===== config.mk =====
export PLATFORM = sky130hd
export DESIGN_NAME = am_controller
export DESIGN_NICKNAME = d
export VERILOG_FILES = /design/src/rtl/am_pkg.sv /design/src/rtl/am_wait_timer.sv /design/src/rtl/am_controller.sv
export SDC_FILE = /design/constraint.sdc
export NUM_CORES = 1
export LEC_CHECK = 0
export ABC_AREA = 1
export ABC_CLOCK_PERIOD_IN_PS = 2100
export CORE_MARGIN = 5
export CORE_UTILIZATION = 48
export CTS_BUF_LIST = sky130_fd_sc_hd__clkbuf_8
export DETAILED_ROUTE_END_ITERATION = 7
export GPL_TIMING_DRIVEN = 0
export HOLD_SLACK_MARGIN = 0.05
export PLACE_DENSITY_LB_ADDON = 0.1
export SYNTH_ARGS = -nofsm -noshare
export SYNTH_HDL_FRONTEND = slang
export SYNTH_SLANG_ARGS = --single-unit

===== constraint.sdc =====
create_clock -name clk -period 2.1 [get_ports clk]
set_clock_uncertainty 0.2 [all_clocks]
set_input_delay 0.315 -clock clk [delete_from_list [all_inputs] [get_ports clk]]
set_output_delay 0.315 -clock clk [all_outputs]
set_load 0.01 [all_outputs]

===== src/rtl/am_pkg.sv =====
// Shared definitions for the adding-machine controller.
// Holds the op-code values decoded from the datapath IR and the controller
// state encoding used by am_controller.
package am_pkg;

    localparam logic [1:0] OP_ADD = 2'b00;
    localparam logic [1:0] OP_LDA = 2'b01;
    localparam logic [1:0] OP_STA = 2'b10;
    localparam logic [1:0] OP_JMP = 2'b11;

    typedef enum logic [3:0] {
        ST_RST    = 4'd0,
        ST_IDLE   = 4'd1,
        ST_FETCH  = 4'd2,
        ST_DECODE = 4'd3,
        ST_ADD    = 4'd4,
        ST_LDA    = 4'd5,
        ST_STA    = 4'd6,
        ST_JMP    = 4'd7,
        ST_END    = 4'd8
    } state_t;

endpackage


===== src/rtl/am_wait_timer.sv =====
// Memory wait-timeout counter.
// Counts cycles spent in a memory-access state without mem_ready and raises
// a one-cycle timeout in the cycle the count would reach MAX_WAIT.
// Ports:
//   clk, rst_n  - clock, asynchronous active-low reset
//   active      - controller is in a state that requests memory
//   mem_ready   - memory completes the access this cycle
//   timeout     - combinational pulse: give up on the access at this edge
module am_wait_timer #(
    parameter int TMO_W    = 4,
    parameter int MAX_WAIT = 15
) (
    input  logic clk,
    input  logic rst_n,
    input  logic active,
    input  logic mem_ready,
    output logic timeout
);

    // Count value in the wait cycle that would bring the count to MAX_WAIT.
    localparam logic [TMO_W-1:0] LAST = TMO_W'(MAX_WAIT - 1);

    logic [TMO_W-1:0] cnt;
    logic             waiting;

    assign waiting = active & ~mem_ready;
    // A completing access never times out: mem_ready clears waiting.
    assign timeout = (MAX_WAIT != 0) && waiting && (cnt == LAST);

    // NOTE: sequential state is written with non-blocking assignments so every
    // flop samples pre-edge values regardless of process ordering.
    always_ff @(posedge clk or negedge rst_n) begin
        if (!rst_n) begin
            cnt <= '0;
        end else if (waiting && !timeout) begin
            cnt <= cnt + 1'b1;
        end else begin
            cnt <= '0;
        end
    end

endmodule


===== src/rtl/am_controller.sv =====
// Control unit for the adding-machine CPU.
// Sequences FETCH / DECODE / execute / END against a ready-handshake memory
// and drives every datapath control strobe.
// Ports:
//   clk, rst_n       - clock, asynchronous active-low reset
//   run              - keep executing; sampled only in IDLE and END
//   op_code          - IR op-code (ADD, LDA, STA, JMP)
//   mem_ready        - memory completes the current access
//   mem_rd, mem_wr   - memory requests
//   ir_on_adr, pc_on_adr - address-bus source select
//   ld_ir, ld_ac, ld_pc, inc_pc, clr_pc - datapath register strobes
//   pass_add         - 1: AC loads data bus / ALU passes AC, 0: ALU add
//   busy             - high outside IDLE
//   bus_err          - sticky memory-timeout flag
module am_controller
    import am_pkg::*;
#(
    parameter int TMO_W    = 4,
    parameter int MAX_WAIT = 15
) (
    input  logic       clk,
    input  logic       rst_n,
    input  logic       run,
    input  logic [1:0] op_code,
    input  logic       mem_ready,
    output logic       mem_rd,
    output logic       mem_wr,
    output logic       ir_on_adr,
    output logic       pc_on_adr,
    output logic       ld_ir,
    output logic       ld_ac,
    output logic       ld_pc,
    output logic       inc_pc,
    output logic       clr_pc,
    output logic       pass_add,
    output logic       busy,
    output logic       bus_err
);

    state_t state, next_state;
    logic   in_access;
    logic   timeout;

    // Derived from the state register alone so the timer input does not
    // depend on the output decode below.
    assign in_access = (state == ST_FETCH) || (state == ST_ADD) ||
                       (state == ST_LDA)   || (state == ST_STA);

    am_wait_timer #(
        .TMO_W    (TMO_W),
        .MAX_WAIT (MAX_WAIT)
    ) u_wait_timer (
        .clk       (clk),
        .rst_n     (rst_n),
        .active    (in_access),
        .mem_ready (mem_ready),
        .timeout   (timeout)
    );

    always_ff @(posedge clk or negedge rst_n) begin
        if (!rst_n) begin
            state   <= ST_RST;
            bus_err <= 1'b0;
        end else begin
            state <= next_state;
            if (timeout) begin
                bus_err <= 1'b1;
            end
        end
    end

    // NOTE: every output and next_state gets a default before the case so no
    // path through this block can infer a latch.
    always_comb begin
        next_state = state;
        mem_rd     = 1'b0;
        mem_wr     = 1'b0;
        ir_on_adr  = 1'b0;
        pc_on_adr  = 1'b0;
        ld_ir      = 1'b0;
        ld_ac      = 1'b0;
        ld_pc      = 1'b0;
        inc_pc     = 1'b0;
        clr_pc     = 1'b0;
        pass_add   = 1'b0;
        busy       = 1'b0;

        // While rst_n is low every strobe is forced to 0, so requests drop
        // the instant reset asserts rather than at the next edge.
        if (rst_n) begin
            unique case (state)
                ST_RST: begin
                    clr_pc     = 1'b1;
                    busy       = 1'b1;
                    next_state = ST_IDLE;
                end
                ST_IDLE: begin
                    // A sticky bus error locks the machine here until reset.
                    if (run && !bus_err) begin
                        next_state = ST_FETCH;
                    end
                end
                ST_FETCH: begin
                    busy      = 1'b1;
                    pc_on_adr = 1'b1;
                    mem_rd    = 1'b1;
                    if (mem_ready) begin
                        ld_ir      = 1'b1;
                        inc_pc     = 1'b1;
                        next_state = ST_DECODE;
                    end else if (timeout) begin
                        next_state = ST_IDLE;
                    end
                end
                ST_DECODE: begin
                    busy = 1'b1;
                    unique case (op_code)
                        OP_ADD:  next_state = ST_ADD;
                        OP_LDA:  next_state = ST_LDA;
                        OP_STA:  next_state = ST_STA;
                        default: next_state = ST_JMP;
                    endcase
                end
                ST_ADD, ST_LDA: begin
                    busy      = 1'b1;
                    ir_on_adr = 1'b1;
                    mem_rd    = 1'b1;
                    pass_add  = (state == ST_LDA);
                    if (mem_ready) begin
                        ld_ac      = 1'b1;
                        next_state = ST_END;
                    end else if (timeout) begin
                        next_state = ST_IDLE;
                    end
                end
                ST_STA: begin
                    busy      = 1'b1;
                    ir_on_adr = 1'b1;
                    mem_wr    = 1'b1;
                    pass_add  = 1'b1;
                    if (mem_ready) begin
                        next_state = ST_END;
                    end else if (timeout) begin
                        next_state = ST_IDLE;
                    end
                end
                ST_JMP: begin
                    busy       = 1'b1;
                    ld_pc      = 1'b1;
                    next_state = ST_END;
                end
                ST_END: begin
                    busy       = 1'b1;
                    next_state = run ? ST_FETCH : ST_IDLE;
                end
                default: begin
                    next_state = ST_RST;
                end
            endcase
        end
    end

endmodule


* Yosys cells after proc, flatten, opt, wreduce, memory -nomap -nowiden *
Index checks and enable logic that the tools add are counted.
Widths: inputs -> output; s select.

storage, ports and cells
  input port bits = 6
  output and inout port bits = 12
  logic and storage cells = 62
  bits in registers = 9

operators by class
  reduce and logical (&&, ||, !) cells = 15
  equality and inequality tests = 12
  bitwise operators = 2
  add/subtract/negate cells = 1
  multiplexer cells = 29

operator list
  operator             count
  $pmux 4 s7           1
  $mux 1               20
  $mux 4               5
  $eq 4x3->1 const B   4
  $eq 4x2->1 const B   2
  $eq 4x4->1 const B   2
  $reduce_or 8->1      1
  $pmux 2 s3           1
  $reduce_or 3->1      2
  $add 4x1->4 const B  1
  $eq 4x1->1 const B   1
  $logic_not 4->1      1
  $logic_and 1x1->1    3
  $logic_or 1x1->1     3
  $eq 2x1->1 const B   1
  $eq 2x2->1 const B   1
  $logic_not 1->1      2
  $logic_not 2->1      1
  $mux 2               1
  $ne 2x2->1 const B   1
  $pmux 1 s2           1
  $reduce_and 2->1     1
  $reduce_or 2->1      1
  $and 1x1->1          1
  $not 1->1            1

* Logic depth before layout (Yosys ltp) *
  depth in word-level cells = 9
  gate-level depth with buffers = 11
  depth with buffers taken out = 11

* Hierarchy *
From an unflattened synthesis, not the netlist that was laid out.

unflattened totals
  cells, all modules = 101
  area, all modules = 673.1 µm²

modules (own cells, without submodules)
  module         cells each  sequential area each (µm²)  area an instance (µm²)  times used
  am_controller  79          125.1                       476.7                   1
  am_wait_timer  22          100.1                       196.4                   1

* Worst setup path after synthesis *
OpenSTA, ideal clock, no wires.

  path type = register to output
  start = register state[3]
  end = output port ld_ir
  stages on the path, launching flop included = 5
  path slack = 344 ps
  arrival = 1241 ps
  cell sequence = dfrtp_1 > nor2_2 > nand2_2 > nor3_1 > buf_4

between the ends
  word-level cells in the longest chain between the ends = 3

RTL lines
  what                    RTL line             text
  start, declared         am_controller.sv:40  state_t state, next_state;
  start signal, assigned  am_controller.sv:65  state <= next_state;
  $eq 4x2->1              n/a
  $mux 1 (2 in series)    n/a
  end, declared           am_controller.sv:30  output logic ld_ir,

Every way passes these cells.

* Final worst setup path *
  start = register state[0]
  end = output port inc_pc

between the ends
  word-level cells in the longest chain between the ends = 3

RTL lines
  what           RTL line             text
  $eq 4x2->1     am_controller.sv:91  unique case (state)
  $mux 1         am_controller.sv:91
  $mux 1         am_controller.sv:90  if (rst_n) begin
  end, declared  am_controller.sv:33  output logic inc_pc,

Every way passes these cells.

==> summary.txt <==
Global routing
  – Total congestion overflow: 0
  – Initial antenna violation count: 0
  – Pin count of the biggest net entering global routing: 10
  – Vias in the first global route: roughly 650
  – Global Route Usage Sum: 18.4%
  – First-pass GRT wire length: approximately 2.7 mm

STA
  – Hold Vio Cnt, Final: 0
  – Final clock period utilization by the worst path: slightly below 100%
  – Max Slew Vio Count: 0
  – RSZ-0062 raised after global routing: false
  – Fin crit period: roughly 2.0 ns
  – Worst-margin pin slew: around 0.41 ns
  – Fmax: a little under 0.5 GHz
  – Setup Viol. Count Final: 0
  – Slew margin rel.: between 70% and 80%

Clock tree
  – Worst-path clk slew: 0.04 ns
  – # clock sinks: 9
  – TritonCTS Buffers: 3
  – Htree depth: 1
  – Root Buffer: clkbuf_8
  – Clk Latency, worst-skew pair: 0.24 ns
  – Clock tree buffer depth: 2
  – CTS tree: yes

Route
  – Post-detailed-route via-to-cell ratio: ~5.0
  – Antenna Nets Post-Route: 0
  – Drt pass-1 iters: 4
  – WL/cell: around 12 um
  – Total Wirelength: around 1.7 mm
  – Total number of vias: approximately 680
  – DR DRC count: 0
  – DRT iter0 DRCs: 12

Placed design
  – Placed cell area: slightly above 800 um^2
  – Inst Count DP: between 100 and 150
  – Port Buffers: 17
  – HPWL Detailed: about 1.1 mm
  – Placer congestion estimate: 0.805

Final layout
  – FF+latch area: between 200 and 250 um^2
  – Layout Nets: 130
  – Multi-input logic area: about 360 um^2
  – Post-Layout Inst Area: just over 900 um^2
  – Fill cells: 100
  – Layout overhead on the synthesized area: 45.8%
  – # diodes: 0
  – Share of cells above drive strength 1: between 20% and 30%
  – Fin cells: 136

Worst setup path
  – CP startpoint kind: register
  – Worst r2r src: state[2]
  – Crit-path max FO: 5
  – Crit path kind: register to output port
  – Critical R2R Capture: state[1]
  – Worst EP required: roughly 1.6 ns
  – CP arrival: ~1.5 ns
  – Reg2Reg Setup Slack: approximately 0.42 ns
  – Worst setup EP type: output port
  – Worst-case reg-to-reg path depth: 12

Floorplanning
  – Initial core utilization: 49.6%
  – Num ports: 18
  – Chip height: 46.4 um
  – Core box area: 0.00128 mm^2
  – Site Rows: 13
  – Die area: 0.00216 mm^2
  – DIE WIDTH: about 46 um

Logic synthesis
  – Post-Syn Instances: 94
  – Yosys warning count: 0
  – Synthesized Nets: slightly above 100
  – Number of synthesized register bits: 9
  – Mapped Area: roughly 640 um^2
  – Synth unique cells: 23
  – Syn Area/Cell: 6.78 um^2
  – Sequential element share of the synthesized area: between 30% and 40%

Pwr
  – Leakage power: between 0.5 and 0.6 nW
  – PwrDens: ~1100 mW/mm^2
  – Clk pwr share: about a fifth
  – Logic gate share of total power: between 50% and 60%
  – Sw Share: 43.9%
  – Switching power: around 0.44 mW
  – Max VDD drop: around 0.58 mV
  – Seq pwr share: around 27%
  – Internal cell power: between 0.5 and 0.6 mW

Run status
  – Outcome: completed

Worst hold path
  – Min-delay src: rst_n
  – Worst min-delay path class: primary input to register
  – WHS Path Cells: 4
  – Hold EP: state[0]

Run
  – Max Cap Viol: 0
-- routing by layer --
metal	global-route usage (%)	share of wire [%]	up-vias
li1	-	-	351
met1	22.4	43	308
met3	3.52	6.8	4
met4	11.9	2.0	0
met2	29.1	48	20
met5	0	0	-
-- worst max-delay path by stage --
| stage | start | end | slack (ns) | cells after the start |
|---|---|---|---|---|
| final | state[0] | inc_pc | 0.07 | 5 |
| after global routing | state[0] | inc_pc | 0.01 | 5 |
| after CTS | state[1] | ir_on_adr | 0.008 | 5 |
| after detailed placement | rst_n | ld_ir | -0.91 | 5 |
| after global placement | rst_n | ld_ir | -0.88 | 5 |
| after floorplan | state[3] | ld_ir | 0.34 | 4 |
-- stage by stage --
stage,utilization (%),setup TNS [ns],worst slack [ns],hold WS [ns],power (mW)
floorplan,-,0,0.344,-0.181,0.580
global placement,64.3,-7.60,-0.884,0.271,0.724
detailed placement,64.3,-7.81,-0.906,0.284,0.735
CTS,71.5,0,0.00789,0.246,1.01
global route,72.2,0,0.00955,0.260,1.11
finish,72.2,0,0.0692,0.244,1.01
-- power by group through the flow --
stage	clock network (mW)	logic, mW	registers [mW]
after detailed placement	0	0.463	0.273
final	0.204	0.538	0.272
after CTS	0.209	0.526	0.273
after global routing	0.214	0.613	0.278
after global placement	0	0.454	0.270
after floorplan	0	0.319	0.261
-- registers in the layout, indices dropped and copies added, names as in the netlist --
register / cells
state: 4
u_wait_timer.cnt: 4
bus_err: 1
-- cells by family after synthesis --
group           count (synthesis)  share of synthesized area (%)
buf+inv                        17                           10.6
compound gates                  9                           8.06
simple gates                   55                           39.3
xor+xnor                        2                           2.75
fa+ha+maj                       2                           3.93
flops                           9                           35.4
-- critical path, cell delays in order, from the launching register on --
cell	delay, ns
dfrtp_2	0.44
buf_4	0.15
nor2_4	0.11
nand2_2	0.09
nor3_2	0.20
dlygate4sd2_1	0.29
-- layout make-up --
| type | instances | area share, % |
|---|---|---|
| clock inverters | 1 | 0.539 |
| well taps | 15 | 2.02 |
| plain buffers | 1 | 0.809 |
| flip-flops and latches | 9 | 24.7 |
| inverters | 16 | 6.60 |
| clock buffers | 3 | 4.45 |
| repair buffers | 23 | 21.7 |
| multi-input cells | 68 | 39.2 |
-- placed cells by master, fill, tap and decap left out, drive strengths merged, types with 2 or more instances in the layout --
cell,n
buf,8
clkbuf,3
clkdlybuf4s50,5
clkinv,2
dfrtp,9
dlygate4sd2,9
ha,2
inv,15
nand2,29
nand3,6
nor2,14
nor3,5
o21ai,5
-- timing repair --
| item | CTS | global route |
|---|---|---|
| resized for setup | 25 | 1 |
| pin swaps | 2 | 0 |
| endpoints found under the setup margin | 11 | 1 |
| hold endpoints to repair | 9 | 0 |
| buffers inserted | 4 | 1 |
| hold buffers | 1 | 0 |
-- synth_stat cells, drive strengths merged --
master	number	area share (%)
a21oi	1	0.79
a31oi	1	0.98
buf	1	1.2
clkinv	1	0.59
dfrtp	9	35
ha	2	3.9
inv	15	8.8
nand2	29	19
nand3	6	5.5
nor2	14	9.8
nor3	5	3.9
nor4	1	0.98
o21ai	5	3.9
o221ai	1	1.4
o22ai	1	0.98
xnor2	1	1.4
xor2	1	1.4
No activity file was read; power rests on OpenSTA's default activity.
